[src/rtl/x1_mem_pkg.sv]
// Shared types for the X1 IPL RAM loader/arbiter: sequencer states, download index and
// the layout of a buffered download byte.
package x1_mem_pkg;

    localparam int unsigned IplAw    = 12;
    localparam logic [7:0]  IplIndex = 8'h00;

    typedef enum logic [2:0] {
        StIdle,
        StLoad,
        StFlush,
        StHold,
        StRun
    } ld_state_e;

    // Packed as {addr, data}; the loader FIFO uses the same bit order.
    typedef struct packed {
        logic [IplAw-1:0] addr;
        logic [7:0]       data;
    } fifo_entry_t;

endpackage

[src/rtl/x1_wr_fifo.sv]
// Two-entry synchronous FIFO. A push on a full FIFO is dropped unless a pop happens
// in the same cycle.
module x1_wr_fifo #(
    parameter int unsigned WIDTH = 20
) (
    input  logic             clk,
    input  logic             reset,
    input  logic             push,
    input  logic [WIDTH-1:0] din,
    input  logic             pop,
    output logic             full,
    output logic             empty,
    output logic [WIDTH-1:0] dout
);

    logic [WIDTH-1:0] mem_q [2];
    logic [WIDTH-1:0] mem_d [2];
    logic             rd_q, rd_d;
    logic             wr_q, wr_d;
    logic [1:0]       cnt_q, cnt_d;
    logic             do_push, do_pop;

    assign full    = (cnt_q == 2'd2);
    assign empty   = (cnt_q == 2'd0);
    assign dout    = mem_q[rd_q];
    assign do_pop  = pop && !empty;
    assign do_push = push && (!full || do_pop);

    always_comb begin
        mem_d = mem_q;
        if (do_push) begin
            mem_d[wr_q] = din;
        end
        wr_d  = wr_q ^ do_push;
        rd_d  = rd_q ^ do_pop;
        cnt_d = cnt_q + {1'b0, do_push} - {1'b0, do_pop};
    end

    always_ff @(posedge clk) begin
        if (reset) begin
            rd_q  <= 1'b0;
            wr_q  <= 1'b0;
            cnt_q <= 2'd0;
        end else begin
            rd_q  <= rd_d;
            wr_q  <= wr_d;
            cnt_q <= cnt_d;
        end
        mem_q <= mem_d;
    end

endmodule

[src/rtl/x1_ipl_loader_arb.sv]
// Shares port A of the X1 IPL RAM between the HPS ioctl download stream and the Z80,
// holding the CPU in reset while a load is streamed in.
module x1_ipl_loader_arb
    import x1_mem_pkg::*;
#(
    parameter int unsigned AW         = 12,
    parameter logic [7:0]  LOAD_INDEX = IplIndex,
    parameter int unsigned RST_HOLD   = 16
) (
    input  logic          clk_sys,
    input  logic          reset,
    input  logic          ioctl_download,
    input  logic [7:0]    ioctl_index,
    input  logic          ioctl_wr,
    input  logic [24:0]   ioctl_addr,
    input  logic [7:0]    ioctl_dout,
    input  logic          cpu_req,
    input  logic          cpu_we,
    input  logic [AW-1:0] cpu_addr,
    input  logic [7:0]    cpu_din,
    output logic [7:0]    cpu_dout,
    output logic          cpu_ack,
    output logic [AW-1:0] ram_addr,
    output logic [7:0]    ram_din,
    output logic          ram_we,
    input  logic [7:0]    ram_q,
    output logic          cpu_reset,
    output logic          load_done,
    output logic          load_overflow,
    output logic [AW:0]   load_count
);

    localparam int unsigned FW       = AW + 8;
    localparam logic [AW:0] CountMax = {1'b1, {AW{1'b0}}};

    ld_state_e   state_q, state_d;
    logic [15:0] hold_q, hold_d;
    logic [AW:0] count_q, count_d;
    logic        done_q, done_d;
    logic        ovf_q, ovf_d;
    logic        busy_q, busy_d;
    logic        busy_we_q, busy_we_d;
    logic [7:0]  dout_q, dout_d;

    logic          dl_active, addr_oob, wr_ok, push, pop, accept;
    logic          full, empty;
    logic [FW-1:0] fifo_din, fifo_dout;

    assign dl_active = ioctl_download && (ioctl_index == LOAD_INDEX);
    assign addr_oob  = |ioctl_addr[24:AW];
    assign wr_ok     = dl_active && ioctl_wr && !reset;
    assign push      = wr_ok && !addr_oob;
    assign fifo_din  = {ioctl_addr[AW-1:0], ioctl_dout};
    assign pop       = ((state_q == StLoad) || (state_q == StFlush)) && !empty && !reset;
    // A rising download blocks new CPU accesses so the one in flight finishes first.
    assign accept    = (state_q == StRun) && cpu_req && !busy_q && !dl_active && !reset;

    x1_wr_fifo #(
        .WIDTH(FW)
    ) u_fifo (
        .clk  (clk_sys),
        .reset(reset),
        .push (push),
        .din  (fifo_din),
        .pop  (pop),
        .full (full),
        .empty(empty),
        .dout (fifo_dout)
    );

    always_comb begin
        state_d   = state_q;
        hold_d    = hold_q;
        count_d   = count_q;
        done_d    = done_q;
        ovf_d     = ovf_q;
        busy_d    = accept;
        busy_we_d = accept ? cpu_we : busy_we_q;
        dout_d    = dout_q;
        ram_addr  = '0;
        ram_din   = '0;
        ram_we    = 1'b0;

        if (wr_ok && (addr_oob || (full && !pop))) begin
            ovf_d = 1'b1;
        end

        if (pop) begin
            ram_we   = 1'b1;
            ram_addr = fifo_dout[FW-1:8];
            ram_din  = fifo_dout[7:0];
            if (count_q != CountMax) begin
                count_d = count_q + (AW+1)'(1);
            end
        end else if (accept) begin
            ram_we   = cpu_we;
            ram_addr = cpu_addr;
            ram_din  = cpu_din;
        end

        if (busy_q && !busy_we_q) begin
            dout_d = ram_q;
        end

        unique case (state_q)
            StIdle: begin
                if (dl_active) state_d = StLoad;
            end
            StLoad: begin
                if (!dl_active) state_d = StFlush;
            end
            StFlush: begin
                if (empty) begin
                    done_d = 1'b1;
                    if (RST_HOLD == 0) begin
                        state_d = StRun;
                    end else begin
                        state_d = StHold;
                        hold_d  = 16'(RST_HOLD);
                    end
                end
            end
            StHold: begin
                hold_d = hold_q - 16'd1;
                if (hold_q <= 16'd1) state_d = StRun;
            end
            StRun: begin
                if (dl_active) begin
                    state_d = StLoad;
                    count_d = '0;
                end
            end
            default: state_d = StIdle;
        endcase
    end

    always_ff @(posedge clk_sys) begin
        if (reset) begin
            state_q   <= StIdle;
            hold_q    <= '0;
            count_q   <= '0;
            done_q    <= 1'b0;
            ovf_q     <= 1'b0;
            busy_q    <= 1'b0;
            busy_we_q <= 1'b0;
            dout_q    <= '0;
        end else begin
            state_q   <= state_d;
            hold_q    <= hold_d;
            count_q   <= count_d;
            done_q    <= done_d;
            ovf_q     <= ovf_d;
            busy_q    <= busy_d;
            busy_we_q <= busy_we_d;
            dout_q    <= dout_d;
        end
    end

    // Reset is released during the last hold cycle so it falls RST_HOLD+1 cycles after
    // the final byte is written.
    assign cpu_reset     = !((state_q == StRun) || ((state_q == StHold) && (hold_q == 16'd1)));
    assign cpu_ack       = busy_q;
    assign cpu_dout      = (busy_q && !busy_we_q) ? ram_q : dout_q;
    assign load_done     = done_q;
    assign load_overflow = ovf_q;
    assign load_count    = count_q;

endmodule

[config.mk]
export PLATFORM = sky130hd
export DESIGN_NAME = x1_ipl_loader_arb
export DESIGN_NICKNAME = d
export VERILOG_FILES = /design/src/rtl/x1_mem_pkg.sv /design/src/rtl/x1_wr_fifo.sv /design/src/rtl/x1_ipl_loader_arb.sv
export SDC_FILE = /design/constraint.sdc
export NUM_CORES = 1
export LEC_CHECK = 0
export CAP_MARGIN = 0
export CORE_UTILIZATION = 51
export DETAILED_ROUTE_END_ITERATION = 16
export HOLD_SLACK_MARGIN = 0.02
export PLACE_DENSITY = 0.95
export SYNTH_ARGS = -nofsm -noshare
export SYNTH_HDL_FRONTEND = slang
export SYNTH_SLANG_ARGS = --single-unit
[constraint.sdc]
create_clock -name clk_sys -period 4.34 [get_ports clk_sys]
set_input_delay 0.434 -clock clk_sys [delete_from_list [all_inputs] [get_ports clk_sys]]
set_output_delay 0.434 -clock clk_sys [all_outputs]
set_load 0.01 [all_outputs]
Yosys cells after proc, flatten, opt, wreduce, memory -nomap -nowiden
Index checks and enable logic that the tools add are counted. Widths: inputs -> output; s select.

$add $sub $neg: 4. $mul: 0. Divide/modulo/power cells: 0. Order comparisons: 4. Equality and inequality tests: 11. Shift-type cells: 0. Muxes and demuxes: 24. Bitwise gates (word level): 4. Reduce and logical (&&, ||, !) cells: 39.

Operators with widths (count): $mux 20 (4); $mux 13 (4); $bwmux 40 (1); $pmux 16 s2 (1); $mux 12 (2); $mux 8 (3); $demux 20 s1 (1); $logic_and 1x1->1 (17); $eq 16x1->1 const B (1); $le 16x1->1 const B (1); $mux 16 (1); $sub 16x1->16 const B (1); $add 13x1->13 const B (1); $ne 13x13->1 const B (1); $reduce_or 13->1 (1); $mux 3 (4); $pmux 3 s4 (1); $logic_not 1->1 (9); $logic_not 8->1 (1); $eq 3x2->1 const B (2); $ge 2x2->1 const B (2); $logic_or 1x1->1 (4); $ne 2x1->1 const B (2); $ne 2x2->1 const B (2); 15 further kinds (19).

Register bits after elaboration: 88. Bits in latches: 0. Bits in writable memories: 0. ROM bits: 0. Input port bits: 75. Output and inout bits: 46. Logic and storage cells: 99. Memories: 0.

Logic depth before layout (Yosys ltp)
Depth in word-level cells: 9. Mapped depth: 9. Mapped depth without buffers: 8.

Modules after synthesis
From an unflattened synthesis, not the netlist that was laid out.

Cell total of the unflattened synthesis: 379. Area, all modules: 4152.7 um^2.

By module, submodules not included: x1_ipl_loader_arb (instances 1, cells each 289, area each 2473.6 um^2, seq. area each 880.8 um^2); x1_wr_fifo (instances 1, cells each 90, area each 1679.1 um^2, seq. area each 1281.2 um^2).

Worst setup path before layout
OpenSTA, ideal clock, no wires.

Path kind: input to register. From: input port ioctl_index[4]. To: register u_fifo.mem_q[0] (netlist bit), enable pin. Setup time: 378 ps. Arrival time: 2223 ps. Data required time: 3962 ps. Path slack: 1739 ps. Cell stages on the path: 6. Path buffers: 1. Cells stage by stage: nor4b_1 and3_1 clkbuf_1 nand2_1 nor4_1 ha_1.

Longest elaborated chain between the ends: 6.

RTL lines: start: declaration (line x1_ipl_loader_arb.sv:13) `input logic [7:0] ioctl_index,`; $logic_not 8->1 (line x1_ipl_loader_arb.sv:49) `assign dl_active = ioctl_download && (ioctl_index == LOAD_INDEX);`; $logic_and 1x1->1 (line x1_ipl_loader_arb.sv:49); $logic_and 1x1->1 (2 in series) (line x1_ipl_loader_arb.sv:51) `assign wr_ok = dl_active && ioctl_wr && !reset;`; $logic_and 1x1->1 (line x1_ipl_loader_arb.sv:52) `assign push = wr_ok && !addr_oob;`; $logic_and 1x1->1 (line x1_wr_fifo.sv:27) `assign do_push = push && (!full || do_pop);`; end signal: assignment (line x1_wr_fifo.sv:49) `mem_q <= mem_d;`; end: declaration (line x1_wr_fifo.sv:16) `logic [WIDTH-1:0] mem_q [2];`.

Every way passes these cells. A chain may end at the register's enable or synchronous reset.

Worst setup path after layout
From: input port reset. To: output port ram_addr[4].

Longest elaborated chain between the ends: 4. Elaborated cells on any way between the ends: 5. Those cells by class: mux: 2; reduce/logical: 3.

RTL lines: start: declaration (line x1_ipl_loader_arb.sv:11) `input logic reset,`; $logic_not 1->1 (*) (line x1_ipl_loader_arb.sv:54, x1_ipl_loader_arb.sv:56); $logic_and 1x1->1 (line x1_ipl_loader_arb.sv:56) `assign accept = (state_q == StRun) && cpu_req && !busy_q && !dl_active && !reset;`; $mux 12 (line x1_ipl_loader_arb.sv:95) `end else if (accept) begin`; $mux 12 (*) (line x1_ipl_loader_arb.sv:88) `if (pop) begin`; end: declaration (line x1_ipl_loader_arb.sv:23) `output logic [AW-1:0] ram_addr,`.

Every way passes the cells marked *; elsewhere a longest branch is shown, timed or not.

==> results.md <==
* # IOs at between 100 and 150
* Clk slew on worst S/H paths at about 0.08 ns
* Critical Path Source Type: input pin
* Syn_area_per_cell at about 11 um^2
* Yosys cell types at 54
* Post-Layout Cell Count at 577
* # Max-Cap Violations at 0
* Hold bufs inserted after CTS at 0
* Largest net degree at the start of global routing at 37
* HP Class: reg2reg
* GP Congestion at slightly below 0.8
* Starting Density at 53.9%
* Count of flip-flops with a built-in enable after synthesis at 40
* Post-Synth XOR/XNOR Area at 1.28%
* Peak supply drop at 0.171 mV
* CTS H-tree depth at 3
* Power per cell area at 279 nW/um^2
* Crit share post-route at ~78%
* Via/cell ratio at about 6
* Syn nets at 444
* Die height at 90.8 um
* Skew final at approximately 0.009 ns
* Post-CTS Resized at 0
* Clock Sinks at 88
* Die Area at 8240 um^2
* Area grow syn2layout at 36.1%
* Maximum root-to-sink buffer count at 2
* Final setup vio count at 0
* Num rows at 31
* Post-CTS Setup Bufs at 0
* Unrepaired setup endpoints after global routing: no
* Area leader, netlist: edfxtp_1
* Yosys top cell area share at 29.9%
* Share of layout cells above drive strength 1 at 7.53%
* Post-Synthesis Cells at ~360
* Synth Flop Type: dfxtp_1
* Worst-Skew Late Latency at 0.36 ns
* Total Power at between 1500 and 2000 uW
* Core box area at 7450 um^2
* Ys async rst share at 0%
* Final wirelength at ~10 mm
* Root Buffer: clkbuf_8
* Buffers on Ports at 120
* DRC violation total after the first TritonRoute iteration at 167
* Register area share after synthesis at 53.8%
* Min Tclk post-route at between 3 and 4 ns
* Gr ovfl total at 0
* Num CTS Buffers at 9
* Top post-synthesis cells by area: edfxtp_1 (30%), dfxtp_1 (24%), mux2i_1 (5.0%), o2bb2ai_1 (4.4%), a21oi_1 (3.4%)
* Outcome: complete, no violations
* First-pass GRT wire length at about 17 mm
* Worst slew pin tran at 1.21 ns
* Slew Limit Fails at 0
* Register area at 2160 um^2
* Total track usage at a little over a quarter
* Net count, final at approximately 560
* Critical path peak fanout at 36
* FF+latch count, synth at 88
* Cell area after synthesis at 4020 um^2
* DRT Pass-1 Iters at 4
* Crit end category: output port
* Slew headroom at 19.2%
* Number of instances in the placed design at roughly 560
* Drt wl/cell at 17.8 um
* TritonCTS clock tree: done
* Final hold violation count at 0
* Simple-gate area share of the yosys netlist at 17.4%
* Via count at 3372
* Setup TNS at 0 ns
* Synth Area in Adders at 2.49%
* Die Wd at 90.8 um
* Largest family of logic cells by synthesized area: simple AND/OR/NAND/NOR gates
* Most frequent cells in the layout: clkdlybuf4s50_1 (120), dfxtp_1 (48), edfxtp_1 (40), a21oi_1 (27)
* Ant. Diodes at 0
* Peak Freq at between 200 and 300 MHz
* Fillers at 496
* Crit path kind: in2out
* DRT antenna net count at 0
* Number of global-route vias before repair at 3453
* Hpwl dp at 7.51 mm
* CP required at 3.91 ns
* Footprint of the multi-input gates at about 1700 um^2
* Compound-Gate Fraction of Synth Area at between 10% and 20%
* Initial antenna violation count at 0
* Post-synthesis mux area share at roughly 7.5%
* Post-route DRC at 0
* Yosys warns at 0
* Critical path arrival at 2.93 ns
* Pleak at 0.00182 uW
* Most common cell after layout, fill and taps aside: clkdlybuf4s50_1
-- cell usage after synthesis (all sizes together) (4+ instances only) --
cell type   n
ha          8
nand4       7
nor3        6
mux2i      20
or4        10
buf        11
o2bb2ai    20
and2        9
o311ai      5
nor4        7
nand3      11
o211ai      4
o31ai       4
mux2        9
nand2      14
and3        4
nor2       13
a31oi       4
clkbuf     10
edfxtp     40
or2         6
xor2        4
inv        13
or3         9
a21oi      27
dfxtp      48
o21ai      10
-- worst max-delay path, cell delays in order --
cell and delay [ns]:
clkdlybuf4s50_1 0.42, nor2_1 0.39, nand3_2 0.68, o2bb2ai_1 0.40
clkdlybuf4s50_1 0.60
-- path summary, 6_finish.rpt --
check	start	to	slack [ns]	cells after the start
setup / recovery	reset	ram_addr[4]	0.97	5
hold reg to reg	load_overflow	load_overflow	0.46	2
setup reg to reg	state_q[0]	u_fifo.mem_q[39]	1.46	4
hold / removal	load_overflow	load_overflow	0.46	2
-- sequential cells by signal, indices dropped and copies added, names as in the netlist --
name           flops
u_fifo.cnt_q       2
load_overflow      1
dout_q             8
u_fifo.wr_q        1
busy_we_q          1
hold_q            16
load_count        13
load_done          1
u_fifo.mem_q      40
state_q            3
u_fifo.rd_q        1
cpu_ack            1
-- per-stage QoR --
step | instance area, um^2 | setup WS, ns | hold slack, ns | utilization (%)
finish | 5470 | 0.973 | 0.459 | 73.4
detailed placement | 5260 | 0.865 | 0.441 | 70.6
floorplan | 4020 | 1.74 | 0.443 | -
global placement | 5260 | 1.08 | 0.438 | 70.6
CTS | 5470 | 0.997 | 0.458 | 73.4
global route | 5470 | 0.780 | 0.477 | 73.4
-- final cells by class --
cell class              instances  area share, %
repair buffers                122           22.2
inverters                      13          0.893
clock buffers                  15           3.64
flip-flops and latches         88           39.6
well taps                      99           2.27
clock inverters                 1          0.114
multi-input cells             239           31.3
-- cells by family (layout without fill, tap and decap cells) --
logic type	after synthesis	in the layout
AOI/OAI and AO/OA	82	82
xor gates and xnor gates	5	5
adders and majority gates	8	8
buffers and inverters	34	151
DFF	88	88
muxes	29	29
and+or+nand+nor	115	115
-- power breakdown --
group	total (uW)	switching, uW	internal, uW
Sequential	864	0.236	864
Combinational	83.6	23.0	60.6
Clock	577	282	295
-- per-layer routing --
layer,track usage [%],share of wire [%],vias up
li1,-,-,1603
met1,29.9,40,1629
met2,49.0,54,126
met3,5.05,5.2,14
met4,9.27,1.6,0
met5,0,0,-
Power figures use the tool's default switching activity.
